$ cat src/rtl/conv2d_pkg.sv
// Shared constants for the conv2d_6x6 datapath: pixel width, default image
// size, 3x3 tap indices (row-major) and window-generator state encodings.
package conv2d_pkg;

  localparam int unsigned DW        = 16;  // signed Q8.8 pixel
  localparam int unsigned IMG_W_DEF = 6;
  localparam int unsigned IMG_H_DEF = 6;
  localparam int unsigned NTAPS     = 9;

  // Tap indices, row-major: TL = oldest row/oldest column, BR = newest pixel
  localparam int unsigned TAP_TL = 0;
  localparam int unsigned TAP_TC = 1;
  localparam int unsigned TAP_TR = 2;
  localparam int unsigned TAP_ML = 3;
  localparam int unsigned TAP_MC = 4;
  localparam int unsigned TAP_MR = 5;
  localparam int unsigned TAP_BL = 6;
  localparam int unsigned TAP_BC = 7;
  localparam int unsigned TAP_BR = 8;

  localparam logic [0:0] ST_FILL   = 1'b0;
  localparam logic [0:0] ST_STREAM = 1'b1;

  typedef logic [DW-1:0] pix_t;

endpackage

$ cat src/rtl/conv_window_gen_if.sv
// Pixel-in / window-out bus of conv_window_gen.
// Pixel side : i_valid, o_ready, i_data
// Window side: o_valid, i_ready, o_d0..o_d8 (row-major taps)
//              o_last only when CONV_WINDOW_LAST_EN is defined.
// slave = the window generator, master = whoever drives pixels / takes windows.
interface conv_window_gen_if;
  import conv2d_pkg::*;

  logic i_valid;
  logic o_ready;
  pix_t i_data;
  logic o_valid;
  logic i_ready;
  pix_t o_d0, o_d1, o_d2, o_d3, o_d4, o_d5, o_d6, o_d7, o_d8;
`ifdef CONV_WINDOW_LAST_EN
  logic o_last;
`endif

  modport slave (
    input  i_valid, i_data, i_ready,
    output o_ready, o_valid,
    output o_d0, o_d1, o_d2, o_d3, o_d4, o_d5, o_d6, o_d7, o_d8
`ifdef CONV_WINDOW_LAST_EN
    , output o_last
`endif
  );

  modport master (
    output i_valid, i_data, i_ready,
    input  o_ready, o_valid,
    input  o_d0, o_d1, o_d2, o_d3, o_d4, o_d5, o_d6, o_d7, o_d8
`ifdef CONV_WINDOW_LAST_EN
    , input o_last
`endif
  );

endinterface

$ cat src/rtl/conv_line_buffer.sv
// DEPTH-deep, W-wide shift register advancing only when i_en is high.
// Ports: i_clk, i_en (shift), i_data (word in),
//        o_tail_c (oldest word, i.e. the one displaced by the next shift).
// Contents are not reset; the consumer never uses stale words.
module conv_line_buffer #(
  parameter int unsigned DEPTH = 6,
  parameter int unsigned W     = 16
) (
  input  logic         i_clk,
  input  logic         i_en,
  input  logic [W-1:0] i_data,
  output logic [W-1:0] o_tail_c
);

  logic [DEPTH*W-1:0] r_mem;

  always_ff @(posedge i_clk) begin
    if (i_en) r_mem <= {r_mem[(DEPTH-1)*W-1:0], i_data};
  end

  assign o_tail_c = r_mem[DEPTH*W-1 -: W];

endmodule

$ cat src/rtl/conv_window_gen.sv
// Streaming 3x3 window generator (valid convolution, no padding).
// Takes a raster-ordered pixel stream and emits each fully populated 3x3
// window as nine parallel taps, one cycle after the pixel that completes it.
// Ports: i_clk, i_rst (sync, active-high), bus (conv_window_gen_if.slave).
// Optional macro CONV_WINDOW_LAST_EN adds bus.o_last marking the final
// window of each frame.
module conv_window_gen
  import conv2d_pkg::*;
#(
  parameter int unsigned IMG_W = IMG_W_DEF,
  parameter int unsigned IMG_H = IMG_H_DEF
) (
  input  logic              i_clk,
  input  logic              i_rst,
  conv_window_gen_if.slave  bus
);

  localparam int unsigned CW = $clog2(IMG_W);
  localparam int unsigned RW = $clog2(IMG_H);

  logic [CW-1:0] r_col, w_col_nxt;
  logic [RW-1:0] r_row, w_row_nxt;
  logic [0:0]    r_state, w_state_nxt;

  pix_t r_c0 [3];       // two older window columns, index 0 = top row
  pix_t r_c1 [3];
  pix_t r_d  [NTAPS];
  logic r_valid;
  logic r_last;

  pix_t w_lb0, w_lb1;
  logic w_accept, w_col_wrap, w_row_last, w_load;

  assign bus.o_ready = !r_valid || bus.i_ready;
  assign w_accept    = bus.i_valid && bus.o_ready;
  assign w_col_wrap  = (r_col == CW'(IMG_W - 1));
  assign w_row_last  = (r_row == RW'(IMG_H - 1));
  assign w_load      = w_accept && (r_state == ST_STREAM) && (r_col >= CW'(2));

  // Line buffers hold the two previous rows; lb0 feeds lb1 with its displaced word
  conv_line_buffer #(.DEPTH(IMG_W), .W(DW)) u_lb0 (
    .i_clk    (i_clk),
    .i_en     (w_accept),
    .i_data   (bus.i_data),
    .o_tail_c (w_lb0)
  );

  conv_line_buffer #(.DEPTH(IMG_W), .W(DW)) u_lb1 (
    .i_clk    (i_clk),
    .i_en     (w_accept),
    .i_data   (w_lb0),
    .o_tail_c (w_lb1)
  );

  // State and counter register
  always_ff @(posedge i_clk) begin
    if (i_rst) begin
      r_state <= ST_FILL;
      r_col   <= '0;
      r_row   <= '0;
    end else begin
      r_state <= w_state_nxt;
      r_col   <= w_col_nxt;
      r_row   <= w_row_nxt;
    end
  end

  // Next state / raster counters
  always_comb begin
    w_state_nxt = r_state;
    w_col_nxt   = r_col;
    w_row_nxt   = r_row;
    if (w_accept) begin
      if (w_col_wrap) begin
        w_col_nxt = '0;
        w_row_nxt = w_row_last ? '0 : r_row + RW'(1);
      end else begin
        w_col_nxt = r_col + CW'(1);
      end
      case (r_state)
        ST_FILL:   if (w_col_wrap && (r_row == RW'(1))) w_state_nxt = ST_STREAM;
        ST_STREAM: if (w_col_wrap && w_row_last)        w_state_nxt = ST_FILL;
        default:   w_state_nxt = ST_FILL;
      endcase
    end
  end

  // Window history: shift in the column {two rows up, one row up, new pixel}
  always_ff @(posedge i_clk) begin
    if (w_accept) begin
      r_c0[0] <= r_c1[0];
      r_c0[1] <= r_c1[1];
      r_c0[2] <= r_c1[2];
      r_c1[0] <= w_lb1;
      r_c1[1] <= w_lb0;
      r_c1[2] <= bus.i_data;
    end
  end

  // Output register; a load during a transfer replaces the window bubble-free
  always_ff @(posedge i_clk) begin
    if (i_rst) begin
      r_valid <= 1'b0;
      r_last  <= 1'b0;
      for (int unsigned i = 0; i < NTAPS; i++) r_d[i] <= '0;
    end else if (w_load) begin
      r_valid   <= 1'b1;
      r_last    <= w_col_wrap && w_row_last;
      r_d[TAP_TL] <= r_c0[0];
      r_d[TAP_TC] <= r_c1[0];
      r_d[TAP_TR] <= w_lb1;
      r_d[TAP_ML] <= r_c0[1];
      r_d[TAP_MC] <= r_c1[1];
      r_d[TAP_MR] <= w_lb0;
      r_d[TAP_BL] <= r_c0[2];
      r_d[TAP_BC] <= r_c1[2];
      r_d[TAP_BR] <= bus.i_data;
    end else if (bus.i_ready) begin
      r_valid <= 1'b0;
      r_last  <= 1'b0;
    end
  end

  assign bus.o_valid = r_valid;
  assign bus.o_d0    = r_d[TAP_TL];
  assign bus.o_d1    = r_d[TAP_TC];
  assign bus.o_d2    = r_d[TAP_TR];
  assign bus.o_d3    = r_d[TAP_ML];
  assign bus.o_d4    = r_d[TAP_MC];
  assign bus.o_d5    = r_d[TAP_MR];
  assign bus.o_d6    = r_d[TAP_BL];
  assign bus.o_d7    = r_d[TAP_BC];
  assign bus.o_d8    = r_d[TAP_BR];
`ifdef CONV_WINDOW_LAST_EN
  assign bus.o_last  = r_last;
`else
  logic w_unused;
  assign w_unused = r_last;
`endif

endmodule

$ cat src/flat_wrapper.sv
// flat-port wrapper written by rule: the top's interface ports become plain ports
module conv_window_gen_flat import conv2d_pkg::*;
#(
  parameter int unsigned IMG_W = IMG_W_DEF,
  parameter int unsigned IMG_H = IMG_H_DEF
)
  (i_clk, i_rst, bus_i_valid, bus_i_data, bus_i_ready, bus_o_ready, bus_o_valid, bus_o_d0, bus_o_d1, bus_o_d2, bus_o_d3, bus_o_d4, bus_o_d5, bus_o_d6, bus_o_d7, bus_o_d8);
  conv_window_gen_if bus_i ();
  input  logic i_clk;
  input  logic i_rst;
  input wire logic [$bits(bus_i.i_valid)-1:0] bus_i_valid;
  input wire logic [$bits(bus_i.i_data)-1:0] bus_i_data;
  input wire logic [$bits(bus_i.i_ready)-1:0] bus_i_ready;
  output wire logic [$bits(bus_i.o_ready)-1:0] bus_o_ready;
  output wire logic [$bits(bus_i.o_valid)-1:0] bus_o_valid;
  output wire logic [$bits(bus_i.o_d0)-1:0] bus_o_d0;
  output wire logic [$bits(bus_i.o_d1)-1:0] bus_o_d1;
  output wire logic [$bits(bus_i.o_d2)-1:0] bus_o_d2;
  output wire logic [$bits(bus_i.o_d3)-1:0] bus_o_d3;
  output wire logic [$bits(bus_i.o_d4)-1:0] bus_o_d4;
  output wire logic [$bits(bus_i.o_d5)-1:0] bus_o_d5;
  output wire logic [$bits(bus_i.o_d6)-1:0] bus_o_d6;
  output wire logic [$bits(bus_i.o_d7)-1:0] bus_o_d7;
  output wire logic [$bits(bus_i.o_d8)-1:0] bus_o_d8;
  assign bus_i.i_valid = bus_i_valid;
  assign bus_i.i_data = bus_i_data;
  assign bus_i.i_ready = bus_i_ready;
  assign bus_o_ready = bus_i.o_ready;
  assign bus_o_valid = bus_i.o_valid;
  assign bus_o_d0 = bus_i.o_d0;
  assign bus_o_d1 = bus_i.o_d1;
  assign bus_o_d2 = bus_i.o_d2;
  assign bus_o_d3 = bus_i.o_d3;
  assign bus_o_d4 = bus_i.o_d4;
  assign bus_o_d5 = bus_i.o_d5;
  assign bus_o_d6 = bus_i.o_d6;
  assign bus_o_d7 = bus_i.o_d7;
  assign bus_o_d8 = bus_i.o_d8;
  conv_window_gen #(.IMG_W(IMG_W), .IMG_H(IMG_H)) u_core (.i_clk(i_clk), .i_rst(i_rst), .bus(bus_i));
endmodule
$ cat config.mk
export PLATFORM = sky130hd
export DESIGN_NAME = conv_window_gen_flat
export DESIGN_NICKNAME = d
export VERILOG_FILES = /design/src/rtl/conv2d_pkg.sv /design/src/rtl/conv_window_gen_if.sv /design/src/rtl/conv_line_buffer.sv /design/src/rtl/conv_window_gen.sv /design/src/flat_wrapper.sv
export SDC_FILE = /design/constraint.sdc
export NUM_CORES = 1
export LEC_CHECK = 0
export ABC_AREA = 1
export ABC_CLOCK_PERIOD_IN_PS = 15400
export CAP_MARGIN = 15
export CORE_ASPECT_RATIO = 1.1
export CORE_MARGIN = 4
export CORE_UTILIZATION = 56
export DETAILED_ROUTE_END_ITERATION = 12
export DONT_BUFFER_PORTS = 1
export GPL_TIMING_DRIVEN = 0
export PLACE_DENSITY = 0.81
export SYNTH_ARGS = -nofsm -noshare
export SYNTH_HDL_FRONTEND = slang
export SYNTH_SLANG_ARGS = --single-unit
$ cat constraint.sdc
create_clock -name i_clk -period 15.4 [get_ports i_clk]
set_input_delay 3.08 -clock i_clk [delete_from_list [all_inputs] [get_ports i_clk]]
set_output_delay 3.08 -clock i_clk [all_outputs]
set_load 0.05 [all_outputs]
==> results.md, run 1 <==
- For this run, the share of the core covered by cells in the final layout is 65.55%.
- The worst hold path cell count is 0.
- The die is 152.2 um wide.
- The max capacitance violation total is 0.
- The detailed router placed 5505 vias in this run.
- The data required time at the worst endpoint is 12.32 ns.
- After synthesis the netlist holds a flip-flop and latch count of 376.
- For this block, the routed nets add up to 20310 um of wire.
- In this run the clock root is driven by a sky130_fd_sc_hd__clkbuf_16.
- The proportion of synthesized chip area in sequential cells is 87.52%.
- The maximum fanout along the worst path is 3.
- The floorplan core area is 22320 um^2.
- The number of global-route vias before repair is 5811.
- The final antenna diode count is 0.
- After Yosys synthesis, full adders, half adders and majority gates account for 0% of the synthesized area.
- The kind of end point of the critical path is a primary output.
- Between clock sinks in the finished design, the worst skew comes to 0.01663 ns.
- The worst setup slack before clock tree synthesis is 8.945 ns.
- The ratio of cells with drive above 1 in the final layout is 16.42%.
- The number of warnings issued by yosys is 0.
- The final number of hold-violating endpoints came to 0.
- Setup repair after global routing left no endpoint under its margin.
- In the final design database the tool counted 801 nets.
- The total stage count of the critical path is 2.
- The kind of cell with the highest combined delay along the critical path is simple AND/OR/NAND/NOR gates.
- The slew at the pin closest to its max-slew limit is 0.7541 ns.
- The chip height is 166.6 um.
- The global-route wire length before repair is 31590 um.
- The congestion estimate from routability-driven global placement came to 0.7079.
- The floorplan has 57 rows.
- Post-CTS repair changed the size of 0 cells.
- Setup slack closes at 8.945 ns.
- A synthesized cell averages 17.52 um^2.
- Compared with the post-synthesis result, the final layout area differs by 14.23%.
- The final setup violation count is 0.
- Clock tree synthesis inserted a total of 37 buffers.
- The total leakage power is 0.005688 uW.
- The total overflow left after global routing is 0.
- The logic gate share of total power is 1.9%.
- Summed over all nets, the switching power comes to 447.2 uW.
- Once the floorplan was initialized, standard cells occupied 57.38% of the core.
- Together, buffers and inverters on the worst path number 1.
- For the worst flop-to-flop path, the logic depth is 7.
- After synthesis, the largest family of logic cells by area is simple AND/OR/NAND/NOR gates.
- Of the total synthesized cell area, the portion taken by AND, OR, NAND and NOR gates is 6.788%.
- Yosys mapped the design onto 19 distinct sky130hd cell types.
- The number of buffers inserted to repair setup after CTS is 0.
- The detail route stage leaves a number of antenna-violating nets equal to 0.
- The hold buffer count at cts is 0.
- In this run the tool buffered the top-level ports with 0 buffer cells.
- The count of cells in the finished layout, fillers not included, comes to 1099.
- The portion of total power attributed to the clock network is 40.5%.
- Dividing the detail-routed via count by the number of cells gives 5.009.
- The internal portion of the total power is 1712 uW.
- The initial antenna violation count is 0.
- The clock input transition at the sequential cells of the worst setup and hold paths is 0.06 ns.
- The data arrival time of the critical path is 3.38 ns.
- In the final routed layout, each cell accounts on average for 18.48 um.
- Once placement completed, the tool counted placed cells totaling 1037.
- After the first detailed-routing iteration, the DRC count stood at 369.
- The total count of max-transition violations in the final report is 0.
- The number of ports placed on the die boundary is 166.
- The count of mapped cells out of synthesis is 731.
- The xor and xnor area share after synthesis is 0%.
- The cell with the largest stage delay on the worst path is sky130_fd_sc_hd__nand2_2.
- The final worst-path cycle share is 41.92%.
- The total iterations of the first detailed-routing run is 5.
- For this run, design rule violations remaining after detail routing come to 0.
- The type of the setup path with the least slack is in2out.
- The switching part of the total power is 20.71%.
- The clock net in this run drives a total of 376 sinks.
- The kind of start point of the critical path is an input pin.
- The number of H-tree branching levels is 2.
- The largest single stage delay on the critical path is 0.26 ns.
- For the finished layout, the period the worst path requires is 6.455 ns.
- The tightest min-delay check is of the reg2reg type.
- The flow ran to the end, and the final reports show no timing, DRC or antenna violations.
- The worst slew slack as a fraction of its limit is 49.61%.
- After synthesis the cells add up to 12810 um^2.
- The TritonCTS clock tree is done.
- The proportion of synthesized area in mux cells is 0%.
- The critical path goes through inv_2 -> nand2_2.
- Power spread over the standard cell area amounts to 147.6 nW/um^2.
- The synthesized-area fraction occupied by ao, oa, aoi and oai cells is 0.2735%.
- Sequential cells burn 57.6% of the power.
- The die covers 25360 um^2.
- The maximum clock frequency is 154.9 MHz.
- The detailed-placement wirelength estimate is 12970 um.
- At the later pin of the worst-skew pair, clock insertion delay measures 0.49 ns.
- Global routing consumed, over all layers together, 15.90% of the routing resources.
- The worst-case IR drop observed on VDD is 0.00008674 V.
- The number of nets in the synthesized netlist is 751.
- Entering global routing, the biggest net connects 61 pins.
- In this run the deepest clock path goes through 3 buffers.
- Across all hold checks on the routed design, the worst slack comes to 0.4129 ns.
- For the final routed database, the setup TNS stands at 0 ns.
[final cells by class]
class / count / area, um^2
Buffer: 15 / 116.4
Clock buffer: 46 / 959.7
Clock inverter: 16 / 207.7
Fill cell: 1465 / 7690
Inverter: 154 / 578.1
Multi-Input combinational cell: 186 / 918.4
Sequential cell: 376 / 11210
Tap cell: 295 / 369.1
Timing Repair Buffer: 11 / 272.8
[cell usage in the layout (no fill, tap or decap), types with 3 or more instances in the layout]
cell / n
sky130_fd_sc_hd__nand3_1: 3
sky130_fd_sc_hd__clkinv_1: 5
sky130_fd_sc_hd__nor2_2: 40
sky130_fd_sc_hd__inv_1: 152
sky130_fd_sc_hd__clkbuf_16: 37
sky130_fd_sc_hd__nand2_2: 3
sky130_fd_sc_hd__nor2_4: 10
sky130_fd_sc_hd__buf_2: 9
sky130_fd_sc_hd__clkinvlp_4: 3
sky130_fd_sc_hd__o21ai_0: 5
sky130_fd_sc_hd__clkinv_2: 4
sky130_fd_sc_hd__nand2_1: 12
sky130_fd_sc_hd__nor2_1: 108
sky130_fd_sc_hd__clkbuf_1: 9
sky130_fd_sc_hd__bufinv_16: 5
sky130_fd_sc_hd__buf_16: 7
sky130_fd_sc_hd__buf_12: 4
sky130_fd_sc_hd__dfxtp_1: 8
sky130_fd_sc_hd__edfxtp_1: 368
sky130_fd_sc_hd__buf_6: 5
[logic make-up after synthesis]
logic type,after synthesis
buffers and inverters,169
and+or+nand+nor,179
DFF,376
AOI/OAI and AO/OA,7
[metal layers]
layer  track usage [%]  routed length (um)
met1             17.91                7409
met3             7.345                2140
met5                 0                   0
met2             27.59               10390
met4             4.144                 368
[sequential cells by signal, summed over array words and instances, names as in the netlist]
name and count:
u_core.r_state 1, u_core.r_col 3, u_core.r_d 144, u_core.u_lb1.r_mem 96, u_core.r_row 3, u_core.r_c0 16, u_core.bus.o_valid 1, u_core.u_lb0.r_mem 96
u_core.r_c1 16
[final timing paths]
check / slack (ns) / from / end
setup / recovery: 8.94 / bus_i_ready / bus_o_ready
hold reg to reg: 0.41 / u_core.u_lb1.r_mem[64] / u_core.u_lb1.r_mem[80]
hold / removal: 0.41 / u_core.u_lb1.r_mem[64] / u_core.u_lb1.r_mem[80]
setup reg to reg: 12.60 / u_core.bus.o_valid / u_core.u_lb0.r_mem[87]
[through the flow]
| step | power (uW) | cell area [um^2] |
|---|---|---|
| floorplan | 1293 | 12810 |
| global placement | 1311 | 13180 |
| detailed placement | 1307 | 13470 |
| CTS | 2183 | 14630 |
| global route | 2235 | 14630 |
| finish | 2159 | 14630 |
[synth_stat cells (all sizes together)]
master,count,area (um^2)
edfxtp,368,11050
nand3,3,15.01
nor3,1,10.01
buf,15,116.4
clkinv,1,3.750
inv,153,574.3
dfxtp,8,160.2
or2,1,6.260
nand4,1,6.260
nor2,158,768.2
nand2,15,63.81
o21ai,5,25.02
a21oi,2,10.01
[power by group through the flow]
stage,sequential [uW],combinational [uW],clock [uW]
5_1_grt,1250,45.3,940
3_5_place_dp,1270,41.2,0
3_3_place_gp,1280,29.8,0
4_1_cts,1250,41.5,896
6_report,1240,40.5,874
2_1_floorplan,1270,23.6,0
Note: power is estimated with default switching activity, not from simulation.
==> inputs of run 2 (changes only) <==
--- a/config.mk
+++ b/config.mk
@@ -6,7 +6,7 @@
 export NUM_CORES = 1
 export LEC_CHECK = 0
 export ABC_AREA = 1
-export ABC_CLOCK_PERIOD_IN_PS = 15400
+export ABC_CLOCK_PERIOD_IN_PS = 5700
 export CAP_MARGIN = 15
 export CORE_ASPECT_RATIO = 1.1
 export CORE_MARGIN = 4
==> constraint.sdc (replaced) <==
create_clock -name i_clk -period 5.7 [get_ports i_clk]
set_input_delay 1.14 -clock i_clk [delete_from_list [all_inputs] [get_ports i_clk]]
set_output_delay 1.14 -clock i_clk [all_outputs]
set_load 0.05 [all_outputs]
==> results.md, run 2 (synthesis gave the netlist of run 1 again) <==
- The maximum fanout along the worst path is 3 (unchanged).
- The final-layout setup total negative slack is 0 ns (unchanged).
- The detailed-placement wirelength estimate is 12880 um (was 12970 um).
- The maximum buffer depth of the clock tree is 3 (unchanged).
- The sequential cell fraction of total power was 58.9% (was 57.6%).
- The data required time at the worst endpoint is 4.56 ns (was 12.32 ns).
- The sink count of the clock tree is 376 (unchanged).
- The logic gate share of total power came to 1.9% (about the same).
- The switching part of the total power was 20.81% (was 20.71%).
- The maximum number of pins on one net before global-route repair came to 69 (was 61).
- The total power was 5707 uW (was 2159 uW).
- The worst-case clock skew came to 0.01117 ns (was 0.01663 ns).
- The total iterations of the first detailed-routing run is 4 (was 5).
- The die boundary width is 152.2 um (unchanged).
- The total count of max-transition violations in the final report is 0 (unchanged).
- The number of global-route vias before repair was 5663 (was 5811).
- The average vias per placed instance is 4.994 (was 5.009).
- The number of rows in the core area came to 57 (unchanged).
- The count of placed standard cells in the final layout, fillers left out is 1100 (was 1099).
- The TritonCTS buffer count came to 37 (unchanged).
- The buffer and inverter count on the worst path is 0 (was 1).
- The initial detailed-routing violation count is 274 (was 369).
- The initial antenna violation count is 0 (unchanged).
- The worst slew slack as a fraction of its limit is 56.24% (was 49.61%).
- The hold buffer count at cts was 0 (unchanged).
- The critical path's largest stage delay came to 0.74 ns (was 0.26 ns).
- The cell with the largest stage delay on the worst path is sky130_fd_sc_hd__dfxtp_1 (was sky130_fd_sc_hd__nand2_2).
- The number of flip-flops under the largest register name is 144 (unchanged).
- The combined area of the multi-input logic cells came to 918.4 um^2 (unchanged).
- The global route total overflow was 0 (unchanged).
- The TritonCTS clock tree is done (unchanged).
- The final setup violation count came to 0 (unchanged).
- The DRC violation count after routing is 0 (unchanged).
- The internal power was 4519 uW (was 1712 uW).
- Cell-by-cell listing of the critical path: nand2_2 (was inv_2 -> nand2_2).
- Unrepaired setup endpoints after global routing: false (unchanged).
- The final critical path time including I/O delays and setup is 2.739 ns.
- Largest registers: u_core.r_d (144), u_core.u_lb0.r_mem (96), u_core.u_lb1.r_mem (96) (unchanged).
- The number of placed cells counting well taps was 1037 (unchanged).
- The global-route wire length before repair is 31420 um (was 31590 um).
- The layout overhead on the synthesized area is 13.62% (was 14.23%).
- The final number of hold-violating endpoints is 0 (unchanged).
- The kind of start point of the critical path is a flip-flop (was input pin).
- The master cell of the clock root buffer is sky130_fd_sc_hd__clkbuf_16 (unchanged).
- The final antenna diode count is 0 (unchanged).
- The final worst-path cycle share is 48.05%.
- The power density over cell area is 392.1 nW/um^2 (was 147.6 nW/um^2).
- The initial cell density of the core was 57.38% (unchanged).
- The post-layout net count is 801 (unchanged).
- The final RePlAce weighted congestion came to 0.7136 (was 0.7079).
- The total wirelength of the detailed-routed design is 20020 um (was 20310 um).
- The global-route total usage across every layer is 15.85% (was 15.90%).
- The count of filler cells inserted in the layout is 1486 (was 1465).
- The total of cells resized after clock tree synthesis is 0 (unchanged).
- The net switching power is 1188 uW (was 447.2 uW).
- The clock input transition at the sequential cells of the worst setup and hold paths is 0.06 ns (about the same).
- Run status: finished, final reports clean (unchanged).
- The worst min-delay path class is reg2reg (unchanged).
- The data arrival time of the critical path was 1.60 ns (was 3.38 ns).
- The slew at the pin closest to its max-slew limit is 0.6555 ns (was 0.7541 ns).
- The overall die area was 25360 um^2 (unchanged).
- The most frequent standard cell in the layout excluding fill and tap cells is sky130_fd_sc_hd__edfxtp_1 (unchanged).
- The worst IR drop on VDD is 0.0002397 V (was 0.00008674 V).
- The number of ports placed on the die boundary is 166 (unchanged).
- The portion of total power attributed to the clock network came to 39.2% (was 40.5%).
- The floorplan core area came to 22320 um^2 (unchanged).
- The kind of end point of the critical path is a primary output (unchanged).
- The maximum clock frequency is 365.1 MHz.
- The number of buffers inserted to repair setup after CTS is 0 (unchanged).
- The wire length per cell is 18.20 um (was 18.48 um).
- The type of the setup path with the least slack is reg2out (was in2out).
- The count of antenna-violating nets left after detailed routing is 0 (unchanged).
- The max capacitance violation total is 0 (unchanged).
- The number of vias in the routed layout is 5493 (was 5505).
- The total leakage power is 0.005662 uW (was 0.005688 uW).
- The ratio of cells with drive above 1 in the final layout is 16.02% (was 16.42%).
- The register area is 11210 um^2 (unchanged).
- The quantity of I/O buffers inserted on ports is 0 (unchanged).
- The cell type group with the largest total delay on the critical path is flip-flops (was simple AND/OR/NAND/NOR gates).
- The clock latency of the later-clocked register in the worst-skew pair is 0.50 ns (was 0.49 ns).
- The chip height is 166.6 um (unchanged).
- The register name with the most flops is u_core.r_d (unchanged).
- Most frequent cells in the layout: sky130_fd_sc_hd__edfxtp_1 (368), sky130_fd_sc_hd__inv_1 (152), sky130_fd_sc_hd__nor2_1 (108), sky130_fd_sc_hd__nor2_2 (40), sky130_fd_sc_hd__clkbuf_16 (37) (unchanged).
- The number of H-tree branching levels is 2 (unchanged).
## run 2: cell count changes in the layout (fill, tap and decap cells not counted), sizes merged
cell,delta
bufinv,-3
clkbuf,+6
clkinvlp,-3
inv,+1
## run 2: worst paths after layout
kind	startpoint	end	slack (ns)	cells past startpoint
setup / recovery	u_core.bus.o_valid	bus_o_ready	2.96	1
hold / removal	u_core.u_lb0.r_mem[53]	u_core.u_lb0.r_mem[69]	0.42	0
setup reg to reg	u_core.bus.o_valid	u_core.r_d[0][135]	3.07	6
hold reg to reg	u_core.u_lb0.r_mem[53]	u_core.u_lb0.r_mem[69]	0.42	0
## run 2: layout make-up
type                       instances  share of cell area (%)
clock inverter                    11                  0.6964
clock buffer                      52                   6.886
timing repair buffer              11                   1.771
buffer                            15                  0.7995
multi-input combinational        186                   6.310
inverter                         154                   3.972
sequential                       376                   77.03
tap                              295                   2.536
## run 2: stage by stage
stage               area (um^2)  utilization (%)  worst slack [ns]  hold WS, ns
CTS                       14550            65.20             2.918       0.4165
floorplan                 12820                -           0.09913       0.4003
global placement          13190            59.09            -1.482       0.4002
detailed placement        13450            60.25             2.547       0.4045
global route              14550            65.20             2.888       0.4187
finish                    14550            65.20             2.961       0.4154
## run 2: routing by layer
layer  GRT usage (%)  wire, um  vias to the layer above
li1                -         -                     2544
met1           18.96      7562                     2672
met2           26.01      9853                      246
met3           7.449      2234                       31
met4           4.652       368                        0
met5               0         0                        -
## run 2: power groups by stage
stage,Sequential (uW),Combinational [uW],Clock (uW)
finish,3360,109,2240
global route,3370,122,2430
CTS,3360,111,2300
detailed placement,3420,111,0
global placement,3430,81.0,0
floorplan,3410,64.3,0
## run 2: worst reg2reg max path: cells and delay by family, from the launching register on
kind / cells / cell delay [ns]
simple gates: 4 / 1.00
buf+inv: 2 / 0.71
flops: 1 / 0.52
==> inputs of run 3 (changes only) <==
--- a/config.mk
+++ b/config.mk
@@ -6,15 +6,15 @@
 export NUM_CORES = 1
 export LEC_CHECK = 0
 export ABC_AREA = 1
-export ABC_CLOCK_PERIOD_IN_PS = 5700
+export ABC_CLOCK_PERIOD_IN_PS = 2650
 export CAP_MARGIN = 15
 export CORE_ASPECT_RATIO = 1.1
 export CORE_MARGIN = 4
-export CORE_UTILIZATION = 56
+export CORE_UTILIZATION = 62
 export DETAILED_ROUTE_END_ITERATION = 12
 export DONT_BUFFER_PORTS = 1
 export GPL_TIMING_DRIVEN = 0
-export PLACE_DENSITY = 0.81
+export PLACE_DENSITY = 0.85
 export SYNTH_ARGS = -nofsm -noshare
 export SYNTH_HDL_FRONTEND = slang
 export SYNTH_SLANG_ARGS = --single-unit
==> constraint.sdc (replaced) <==
create_clock -name i_clk -period 2.65 [get_ports i_clk]
set_input_delay 0.53 -clock i_clk [delete_from_list [all_inputs] [get_ports i_clk]]
set_output_delay 0.53 -clock i_clk [all_outputs]
set_load 0.05 [all_outputs]
==> results.md, run 3 (synthesis gave the netlist of run 1 again) <==
- The worst hold path cell count is 1 (was 0).
- The total count of max-transition violations in the final report is 0 (unchanged).
- Unrepaired setup endpoints after global routing: false (unchanged).
- The floorplan core area is 20070 um^2 (was 22320 um^2).
- The worst IR drop on VDD is 0.0006616 V (was 0.0002397 V).
- The destination of the worst register-to-register timing path is u_core.u_lb1.r_mem[40] (was u_core.r_d[0][135]).
- The register name with the most flops is u_core.r_d (unchanged).
- The maximum number of pins on one net before global-route repair is 59 (was 69).
- The final setup violation count is 0 (unchanged).
- The number of H-tree branching levels is 2 (unchanged).
- The global-route wire length before repair is 29660 um (was 31420 um).
- The smallest hold slack is 0.1034 ns (was 0.4154 ns).
- The start of the worst register-to-register path is u_core.bus.o_valid (unchanged).
- The quantity of I/O buffers inserted on ports was 0 (unchanged).
- The initial cell density of the core was 63.84% (was 57.38%).
- The most frequent standard cell in the layout excluding fill and tap cells was sky130_fd_sc_hd__edfxtp_1 (unchanged).
- The post-route worst setup slack came to 0.3721 ns (was 2.961 ns).
- The count of filler cells inserted in the layout is 1182 (was 1486).
- The slew at the pin closest to its max-slew limit is 0.5509 ns (was 0.6555 ns).
- Most frequent cells in the layout: sky130_fd_sc_hd__edfxtp_1 (368), sky130_fd_sc_hd__inv_1 (151), sky130_fd_sc_hd__nor2_1 (108), sky130_fd_sc_hd__nor2_2 (40), sky130_fd_sc_hd__clkbuf_16 (37) (was sky130_fd_sc_hd__edfxtp_1 (368), sky130_fd_sc_hd__inv_1 (152), sky130_fd_sc_hd__nor2_1 (108), sky130_fd_sc_hd__nor2_2 (40), sky130_fd_sc_hd__clkbuf_16 (37)).
- The master cell of the clock root buffer is sky130_fd_sc_hd__clkbuf_16 (unchanged).
- The final antenna diode count is 0 (unchanged).
- The global-route total usage across every layer was 16.44% (was 15.85%).
- The worst min-delay path class is in2reg (was reg2reg).
- The overall die area was 23030 um^2 (was 25360 um^2).
- The hold-critical path endpoint is u_core.r_row[2] (was u_core.u_lb0.r_mem[69]).
- The number of vias in the routed layout came to 5412 (was 5493).
- The TritonCTS buffer count was 37 (unchanged).
- The post-layout net count was 801 (unchanged).
- The maximum buffer depth of the clock tree is 3 (unchanged).
- The kind of end point of the critical path was a flip-flop (was primary output).
- The number of rows in the core area is 54 (was 57).
- The data required time at the worst endpoint is 2.83 ns (was 4.56 ns).
- The detailed-placement wirelength estimate was 12220 um (was 12880 um).
- Run status: finished, final reports clean (unchanged).
- The final number of hold-violating endpoints is 0 (unchanged).
- The register-to-register setup slack is 0.37 ns (was 3.07 ns).
- The total power is 12410 uW (was 5707 uW).
- The routed design could run at a clock period as short as 2.278 ns.
- The layout overhead on the synthesized area came to 13.79% (was 13.62%).
- The worst-case clock skew is 0.01782 ns (was 0.01117 ns).
- The wire length per cell is 17.83 um (was 18.20 um).
- The count of antenna-violating nets left after detailed routing is 0 (unchanged).
- The combined area of the multi-input logic cells is 918.4 um^2 (unchanged).
- The DRC violation count after routing is 0 (unchanged).
- The worst slew slack as a fraction of its limit is 63.35% (was 56.24%).
- The critical path's largest stage delay is 0.41 ns (was 0.74 ns).
- The total wirelength of the detailed-routed design is 18890 um (was 20020 um).
- The initial detailed-routing violation count is 324 (was 274).
- The initial antenna violation count came to 0 (unchanged).
- The die boundary width is 145.1 um (was 152.2 um).
- The clock latency of the later-clocked register in the worst-skew pair is 0.50 ns (about the same).
- The number of cell instances on the worst register-to-register path came to 7 (was 6).
- The worst setup slack before clock tree synthesis is 0.2029 ns (was 2.547 ns).
- The TritonCTS clock tree is done (unchanged).
- The global route total overflow is 0 (unchanged).
- The maximum clock frequency is 439.0 MHz.
- The number of flip-flops under the largest register name was 144 (unchanged).
- The total of cells resized after clock tree synthesis is 0 (unchanged).
- The data arrival time of the critical path is 2.46 ns (was 1.60 ns).
- The average vias per placed instance came to 5.110 (was 4.994).
- The ratio of cells with drive above 1 in the final layout is 16.85% (was 16.02%).
- The chip height is 158.8 um (was 166.6 um).
- The hold path startpoint is i_rst (was u_core.u_lb0.r_mem[53]).
- The power density over cell area is 851.1 nW/um^2 (was 392.1 nW/um^2).
- The total leakage power was 0.005685 uW (was 0.005662 uW).
- The final RePlAce weighted congestion came to 0.7568 (was 0.7136).
- The number of global-route vias before repair was 5560 (was 5663).
- The cell with the largest stage delay on the worst path was sky130_fd_sc_hd__dfxtp_4 (was sky130_fd_sc_hd__dfxtp_1).
- The maximum fanout along the worst path is 32 (was 3).
- The hold buffer count at cts came to 0 (unchanged).
- The total iterations of the first detailed-routing run is 4 (unchanged).
- The max capacitance violation total was 0 (unchanged).
- The number of buffers inserted to repair setup after CTS is 0 (unchanged).
- Cell-by-cell listing of the critical path: a21oi_4 -> buf_12 -> buf_12 -> buf_16 -> buf_16 -> buf_16 -> buf_12 (was nand2_2).
- The number of ports placed on the die boundary is 166 (unchanged).
- The final worst-path cycle share is 85.96%.
- The type of the setup path with the least slack was reg2reg (was reg2out).
- The sink count of the clock tree is 376 (unchanged).
- Largest registers: u_core.r_d (144), u_core.u_lb0.r_mem (96), u_core.u_lb1.r_mem (96) (unchanged).
- The kind of start point of the critical path is a flip-flop (unchanged).
- The critical path startpoint is u_core.bus.o_valid (unchanged).
- The register area is 11210 um^2 (about the same).
- The clock input transition at the sequential cells of the worst setup and hold paths is 0.06 ns (about the same).
==> run 3: cell count changes in the layout (fill, tap and decap cells not counted), sizes merged <==
cell      before  now
clkinv         9   14
bufinv         2    4
clkinvlp       0    3
clkbuf        52   45
inv          154  153
==> run 3: through the flow <==
stage	setup TNS (ns)	std cells	cell area (um^2)	util, %
4_1_cts	0	1059	14580	72.64
2_1_floorplan	-467.47	731	12840	-
3_5_place_dp	0	994	13420	66.88
3_3_place_gp	-861.63	983	13160	65.56
5_1_grt	0	1059	14580	72.64
6_report	0	1059	14580	72.64
==> run 3: how the worst max path moves through the flow <==
stage                             endpoint
floorplan                   u_core.r_state
global placement            u_core.r_state
detailed placement   u_core.u_lb0.r_mem[9]
CTS                 u_core.u_lb1.r_mem[41]
global route        u_core.u_lb1.r_mem[41]
finish              u_core.u_lb1.r_mem[40]
==> run 3: layout make-up <==
cell class	instances	share of cell area [%]
flip-flops and latches	376	76.94
clock buffers	45	6.558
multi-input cells	186	6.300
inverters	154	4.051
well taps	252	2.163
repair buffers	11	1.820
clock inverters	20	1.373
plain buffers	15	0.7983
==> run 3: power breakdown <==
part	switching, uW	internal, uW
combinational	170	64.4
sequential	391	6840
clock	1990	2960
==> run 3: critical path, delay by kind of cell, from the launching register on <==
family,cells,cell delay (ns)
buf+inv,6,1.25
flops,1,0.41
compound gates,1,0.25
==> run 3: per-layer routing <==
layer,vias up,wire length (um),GRT usage (%)
met4,0,466,5.699
met1,2615,7232,19.74
met2,202,9423,27.82
met5,-,0,0
met3,45,1765,6.043
li1,2550,-,-
